## src/rtl/ysyx_23060096_rf_wb_arbiter_pkg.sv

```systemverilog
// Shared constants for the register-file writeback arbiter.
// Default widths, the x0 address and the requester slot indices.
package ysyx_23060096_rf_wb_arbiter_pkg;

   localparam int ADDR_W_DEF = 5;
   localparam int DATA_W_DEF = 32;

   // Writes to x0 are accepted but never reach the register file.
   localparam int X0_ADDR = 0;

   localparam int REQ_ALU = 0;
   localparam int REQ_LSU = 1;
   localparam int REQ_CSR = 2;

endpackage

```

## src/rtl/ysyx_23060096_rr_arbiter.sv

```systemverilog
// NREQ-wide round-robin arbiter with its own rotating pointer.
// Ports: clk, rstn, valid (requests), grant (one-hot, only on valid).
module ysyx_23060096_rr_arbiter #(
   parameter int NREQ = 3
) (
   input  logic            clk,
   input  logic            rstn,
   input  logic [NREQ-1:0] valid,
   output logic [NREQ-1:0] grant
);

   localparam int IW = $clog2(NREQ);

   logic [IW-1:0] ptr;
   logic [IW-1:0] ptr_nxt;
   logic          found;
   int            idx;

   // Search starts at ptr and wraps; first valid slot wins.
   always_comb begin
      grant = '0;
      found = 1'b0;
      idx   = 0;
      for (int k = 0; k < NREQ; k++) begin
         idx = int'(ptr) + k;
         if (idx >= NREQ) idx = idx - NREQ;
         if (!found && valid[idx]) begin
            grant[idx] = 1'b1;
            found      = 1'b1;
         end
      end
   end

   // Grant implies valid, so any grant is a completed handshake.
   always_comb begin
      ptr_nxt = ptr;
      for (int i = 0; i < NREQ; i++) begin
         if (grant[i]) begin
            ptr_nxt = (i + 1 == NREQ) ? '0 : IW'(i + 1);
         end
      end
   end

   always_ff @(posedge clk or negedge rstn) begin
      if (!rstn) ptr <= '0;
      else       ptr <= ptr_nxt;
   end

endmodule

```

## src/rtl/ysyx_23060096_rf_wb_arbiter.sv

```systemverilog
// Register-file write-port arbiter plus pending-write scoreboard.
// Ports: req_* handshakes in, rf_* registered write out,
// sb_* scoreboard control, busy_a/b hazard flags, sb_err sticky.
module ysyx_23060096_rf_wb_arbiter
   import ysyx_23060096_rf_wb_arbiter_pkg::*;
#(
   parameter int ADDR_WIDTH = ADDR_W_DEF,
   parameter int DATA_WIDTH = DATA_W_DEF,
   parameter int NREQ       = 3
) (
   input  logic                       clk,
   input  logic                       rstn,
   input  logic [NREQ-1:0]            req_valid,
   output logic [NREQ-1:0]            req_ready,
   input  logic [NREQ*ADDR_WIDTH-1:0] req_addr,
   input  logic [NREQ*DATA_WIDTH-1:0] req_data,
   output logic                       rf_w_en,
   output logic [ADDR_WIDTH-1:0]      rf_waddr,
   output logic [DATA_WIDTH-1:0]      rf_wdata,
   input  logic                       sb_set_en,
   input  logic [ADDR_WIDTH-1:0]      sb_set_addr,
   input  logic                       sb_flush,
   input  logic [ADDR_WIDTH-1:0]      rd_addr_a,
   input  logic [ADDR_WIDTH-1:0]      rd_addr_b,
   output logic                       busy_a,
   output logic                       busy_b,
   output logic                       sb_err
);

   localparam int NREG = 1 << ADDR_WIDTH;
   localparam logic [ADDR_WIDTH-1:0] X0 = ADDR_WIDTH'(X0_ADDR);

   logic                  hs;
   logic [ADDR_WIDTH-1:0] sel_addr;
   logic [DATA_WIDTH-1:0] sel_data;
   logic [NREG-1:0]       pend;
   logic [NREG-1:0]       pend_nxt;
   logic                  set_ok;
   logic                  set_bad;

   ysyx_23060096_rr_arbiter #(
      .NREQ (NREQ)
   ) u_arb (
      .clk   (clk),
      .rstn  (rstn),
      .valid (req_valid),
      .grant (req_ready)
   );

   assign hs = |req_ready;

   // One-hot grant makes an OR-mux sufficient.
   always_comb begin
      sel_addr = '0;
      sel_data = '0;
      for (int i = 0; i < NREQ; i++) begin
         if (req_ready[i]) begin
            sel_addr = sel_addr | req_addr[i*ADDR_WIDTH +: ADDR_WIDTH];
            sel_data = sel_data | req_data[i*DATA_WIDTH +: DATA_WIDTH];
         end
      end
   end

   always_ff @(posedge clk or negedge rstn) begin
      if (!rstn) begin
         rf_w_en  <= 1'b0;
         rf_waddr <= '0;
         rf_wdata <= '0;
      end else begin
         rf_w_en <= hs && (sel_addr != X0);
         if (hs) begin
            rf_waddr <= sel_addr;
            rf_wdata <= sel_data;
         end
      end
   end

   assign set_ok  = sb_set_en && (sb_set_addr != X0);
   assign set_bad = set_ok && pend[sb_set_addr];

   // Clear then set, so a new producer beats the retiring one.
   always_comb begin
      pend_nxt = pend;
      if (rf_w_en) pend_nxt[rf_waddr] = 1'b0;
      if (set_ok)  pend_nxt[sb_set_addr] = 1'b1;
      if (sb_flush) pend_nxt = '0;
      pend_nxt[0] = 1'b0;
   end

   always_ff @(posedge clk or negedge rstn) begin
      if (!rstn) begin
         pend   <= '0;
         sb_err <= 1'b0;
      end else begin
         pend <= pend_nxt;
         if (set_bad) sb_err <= 1'b1;
      end
   end

   assign busy_a = pend[rd_addr_a];
   assign busy_b = pend[rd_addr_b];

endmodule

```

## config.mk

```make
export PLATFORM = sky130hd
export DESIGN_NAME = ysyx_23060096_rf_wb_arbiter
export DESIGN_NICKNAME = d
export VERILOG_FILES = /design/src/rtl/ysyx_23060096_rf_wb_arbiter_pkg.sv /design/src/rtl/ysyx_23060096_rr_arbiter.sv /design/src/rtl/ysyx_23060096_rf_wb_arbiter.sv
export SDC_FILE = /design/constraint.sdc
export NUM_CORES = 1
export LEC_CHECK = 0
export BUFFER_PORTS_ARGS = -buffer_cell sky130_fd_sc_hd__buf_4
export CAP_MARGIN = 5
export CELL_PAD_IN_SITES_DETAIL_PLACEMENT = 1
export CELL_PAD_IN_SITES_GLOBAL_PLACEMENT = 2
export CORE_MARGIN = 3
export CORE_UTILIZATION = 27
export DETAILED_ROUTE_END_ITERATION = 8
export HOLD_SLACK_MARGIN = 0.1
export PLACE_DENSITY = 0.84
export SLEW_MARGIN = 20
export SYNTH_ARGS = -nofsm -noshare
export SYNTH_HDL_FRONTEND = slang
export SYNTH_SLANG_ARGS = --single-unit
```

## constraint.sdc

```tcl
create_clock -name clk -period 2.6 [get_ports clk]
set_clock_uncertainty 0.2 [all_clocks]
set_input_delay 0.52 -clock clk [delete_from_list [all_inputs] [get_ports clk]]
set_output_delay 0.52 -clock clk [all_outputs]
set_load 0.005 [all_outputs]
```

==> key figures <==
STA
  – Hold slack: 0.238 ns
  – Worst Max-Slew Pin Slew: 0.607 ns
  – Post-route setup slack: -0.266 ns
  – RSZ-0062 raised after global routing: yes
  – Worst slew margin: 59.5%
  – Final hold viol count: 0
  – Fmax: between 0.3 and 0.4 GHz
  – Part of the cycle the worst path needs: 110%
  – Number of endpoints failing setup at the final stage: 32
  – Period minus WS final: 2.87 ns
  – Slew Limit Fails: 0

Cells and area
  – Area Growth Syn to Fin: 50.5%
  – NumNets Final: 755
  – Ant diodes: 0
  – Finished Layout Cells: 839
  – Share of layout cells above drive strength 1: 45.7%

Routing
  – Wire per inst: 21.4 um
  – Vias per inst: 5.40
  – Detailed-route wire length: 17900 um
  – Detailed-router iteration count before antenna repair: 8
  – DRC: 0
  – Via count: 4534
  – Drt first-iter violations: roughly 400
  – Routed Antenna Nets: 0

Clock network
  – Clock buffer depth: 2
  – Number of H-tree levels: 3
  – Clock Pin Slew Worst Setup and Hold Paths: 0.06 ns
  – Worst-Skew Late Latency: between 0.3 and 0.4 ns
  – Clock sink count: 72
  – Root Driver: clkbuf_16
  – Num CTS Buffers: 9
  – CTS tree: done

Job
  – Maximum capacitance violations: 0

Global route
  – Number of global-route vias before repair: 4959
  – Initial antenna violation count: 0
  – First-pass GRT wire length: 27500 um
  – Largest net degree at the start of global routing: roughly 40
  – Total global-route track usage: about a fifth
  – Remaining global-route overflow: 0

Die
  – Initial Util: between 20 and 30%
  – Row Count: 46
  – Core Region: 0.0161 mm2
  – Number of top-level pins: roughly 180
  – Die Y: roughly 140 um
  – Die area: 0.0183 mm2
  – Die span in x: 135 um

Power
  – Sw Share: between 30% and 40%
  – Clock power frac: between 10% and 20%
  – Leak: slightly above 3 nW
  – Overall Power: 7.46 mW
  – Comb power frac: between 50% and 60%
  – Part of the power in registers: 24.2%
  – Largest vdd supply drop: 0.000541 V
  – Pint: 4.64 mW
  – Power per cell area: 1100 mW/mm2
  – P_sw: ~2.8 mW

Critical path
  – CP Max Fanout: 4
  – Crit end category: output pin
  – Crit path kind: reg -> out
  – Crit start category: flop
  – Worst path arrival time: 2.15 ns
  – Req. time, crit path: 1.88 ns

Run status
  – Run status: complete, but fails checks
  – Failing checks: setup timing

Placement
  – # placed instances: 801
  – PortBufs: 176
  – Global placement routability congestion: approximately 0.9
  – Post-DP HPWL: 13600 um

Yosys
  – Mapped Avg Cell Area: 10.8 um2
  – Register bit count reported by yosys: 72
  – Mapped cell area: about 0.0045 mm2
  – Ranking of synthesized cells by area: dfrtp_1 40%, mux4_2 12%, mux2i_1 7.8%, a222oi_1 7.1%, o21ai_0 3.9%
  – Asr flop ratio synth: 100%
  – Primary FF master, synth: dfrtp_1
  – Number of synthesis warnings: 0
  – Synth top area share: 39.9%
  – Post-synth EDFFs: 0
  – Syn nets: 554
  – Register area share after synthesis: roughly two fifths
  – Top cell type by total area after synthesis: dfrtp_1
  – Mapped Cells: between 400 and 500
  – Cell variety after synth: 49

Worst hold path
  – HP Class: in -> reg
-- layout by cell type, fill, tap and decap left out, types with 3 or more instances in the layout --
master / n
buf_8: 3
a22o_1: 4
buf_12: 4
inv_1: 33
mux2i_2: 3
o21ai_0: 35
mux2i_1: 32
clkbuf_16: 9
a221o_1: 5
a22oi_1: 4
a222oi_1: 32
mux4_2: 25
o41ai_1: 3
buf_6: 17
nand2b_1: 3
nor2_1: 7
nand2_1: 42
nor3b_1: 3
a21oi_1: 32
dfrtp_1: 71
nand3b_1: 8
buf_4: 194
-- per-stage QoR --
stage	util [%]	area [um2]	setup slack, ns	setup TNS (ns)
2_1_floorplan	-	4550	0.0243	0
3_3_place_gp	38.1	6130	-0.154	-0.301
3_5_place_dp	38.1	6130	-0.213	-3.16
4_1_cts	41.5	6690	-0.276	-0.713
5_1_grt	42.2	6800	-0.310	-8.53
6_report	42.2	6800	-0.266	-2.22
-- timing repair --
action	CTS	global route
endpoints found under the hold margin	32	0
resized for setup	27	18
gates cloned	3	0
hold buffers	1	0
setup buffers	12	7
pin swaps	9	7
setup endpoints to repair	43	43
-- metal layers --
layer / global-route usage (%) / routed length (um)
met1: 23.4 / 7050
met2: 33.4 / 9000
met3: 4.46 / 1260
met4: 8.40 / 637
met5: 0 / 0
-- flip-flops by register name, summed over array words and instances (netlist names) --
register,flops
sb_err,1
rf_waddr,5
pend,31
rf_w_en,1
rf_wdata,32
u_arb.ptr,2
-- synth_stat cells (3+ instances only) --
master     n
nand2_1   42
mux2i_1   35
o41ai_1    3
dfrtp_1   72
buf_2     13
nand3_1    4
nor3b_1    3
mux2_2     3
a222oi_1  32
mux4_2    25
nor2_1     7
nand3b_1   8
a221o_1    5
a22o_1     4
a21oi_1   32
buf_12     3
ha_1       4
a22oi_1    4
inv_1     35
clkbuf_1   9
nand2b_1   3
o21ai_0   35
-- logic make-up (layout without fill, tap and decap cells) --
logic type                 Yosys count  count (layout)  synth area share, %
DFF                                 72              72                 39.9
AOI/OAI and AO/OA                  123             123                 19.8
and+or+nand+nor                     88              88                 10.5
muxes                               65              65                 21.5
adders and majority gates            4               4                 1.11
buffers and inverters               65             271                 7.23
-- worst paths after layout --
| path | startpoint | end | slack, ns | cells after the start |
|---|---|---|---|---|
| hold reg to reg | sb_err$_DFFE_PN0P_ | sb_err$_DFFE_PN0P_ | 0.27 | 1 |
| min in group asynchronous | rstn | sb_err$_DFFE_PN0P_ | 0.48 | 2 |
| hold / removal | req_addr[1] | rf_waddr[1]$_DFFE_PN0P_ | 0.24 | 2 |
| setup / recovery | pend[31]$_DFF_PN0_ | busy_a | -0.27 | 4 |
| max in group asynchronous | rstn | rf_wdata[15]$_DFFE_PN0P_ | 1.12 | 3 |
| setup reg to reg | u_arb.ptr[0]$_DFFE_PN0P_ | rf_wdata[6]$_DFFE_PN0P_ | -0.10 | 12 |
-- critical path, stage by stage, from the launching register on --
cell,delay (ns)
dfrtp_1,0.44
mux4_2,0.49
mux4_2,0.49
mux2_4,0.28
buf_6,0.12
-- layout make-up --
class	instances	area, um2
fill	1807	9320
multi-input combinational	280	2480
timing repair buffer	220	1810
sequential	72	1800
tap	216	270
clock buffer	13	260
inverter	35	134
clock inverter	3	40.0
-- power by group through the flow --
stage	clock network, mW	registers [mW]	logic, mW
2_1_floorplan	0	1.71	2.33
6_report	1.26	1.80	4.40
3_5_place_dp	0	1.81	3.65
4_1_cts	1.29	1.81	4.28
5_1_grt	1.34	1.84	4.75
3_3_place_gp	0	1.78	3.53
Power figures use the tool's default switching activity.
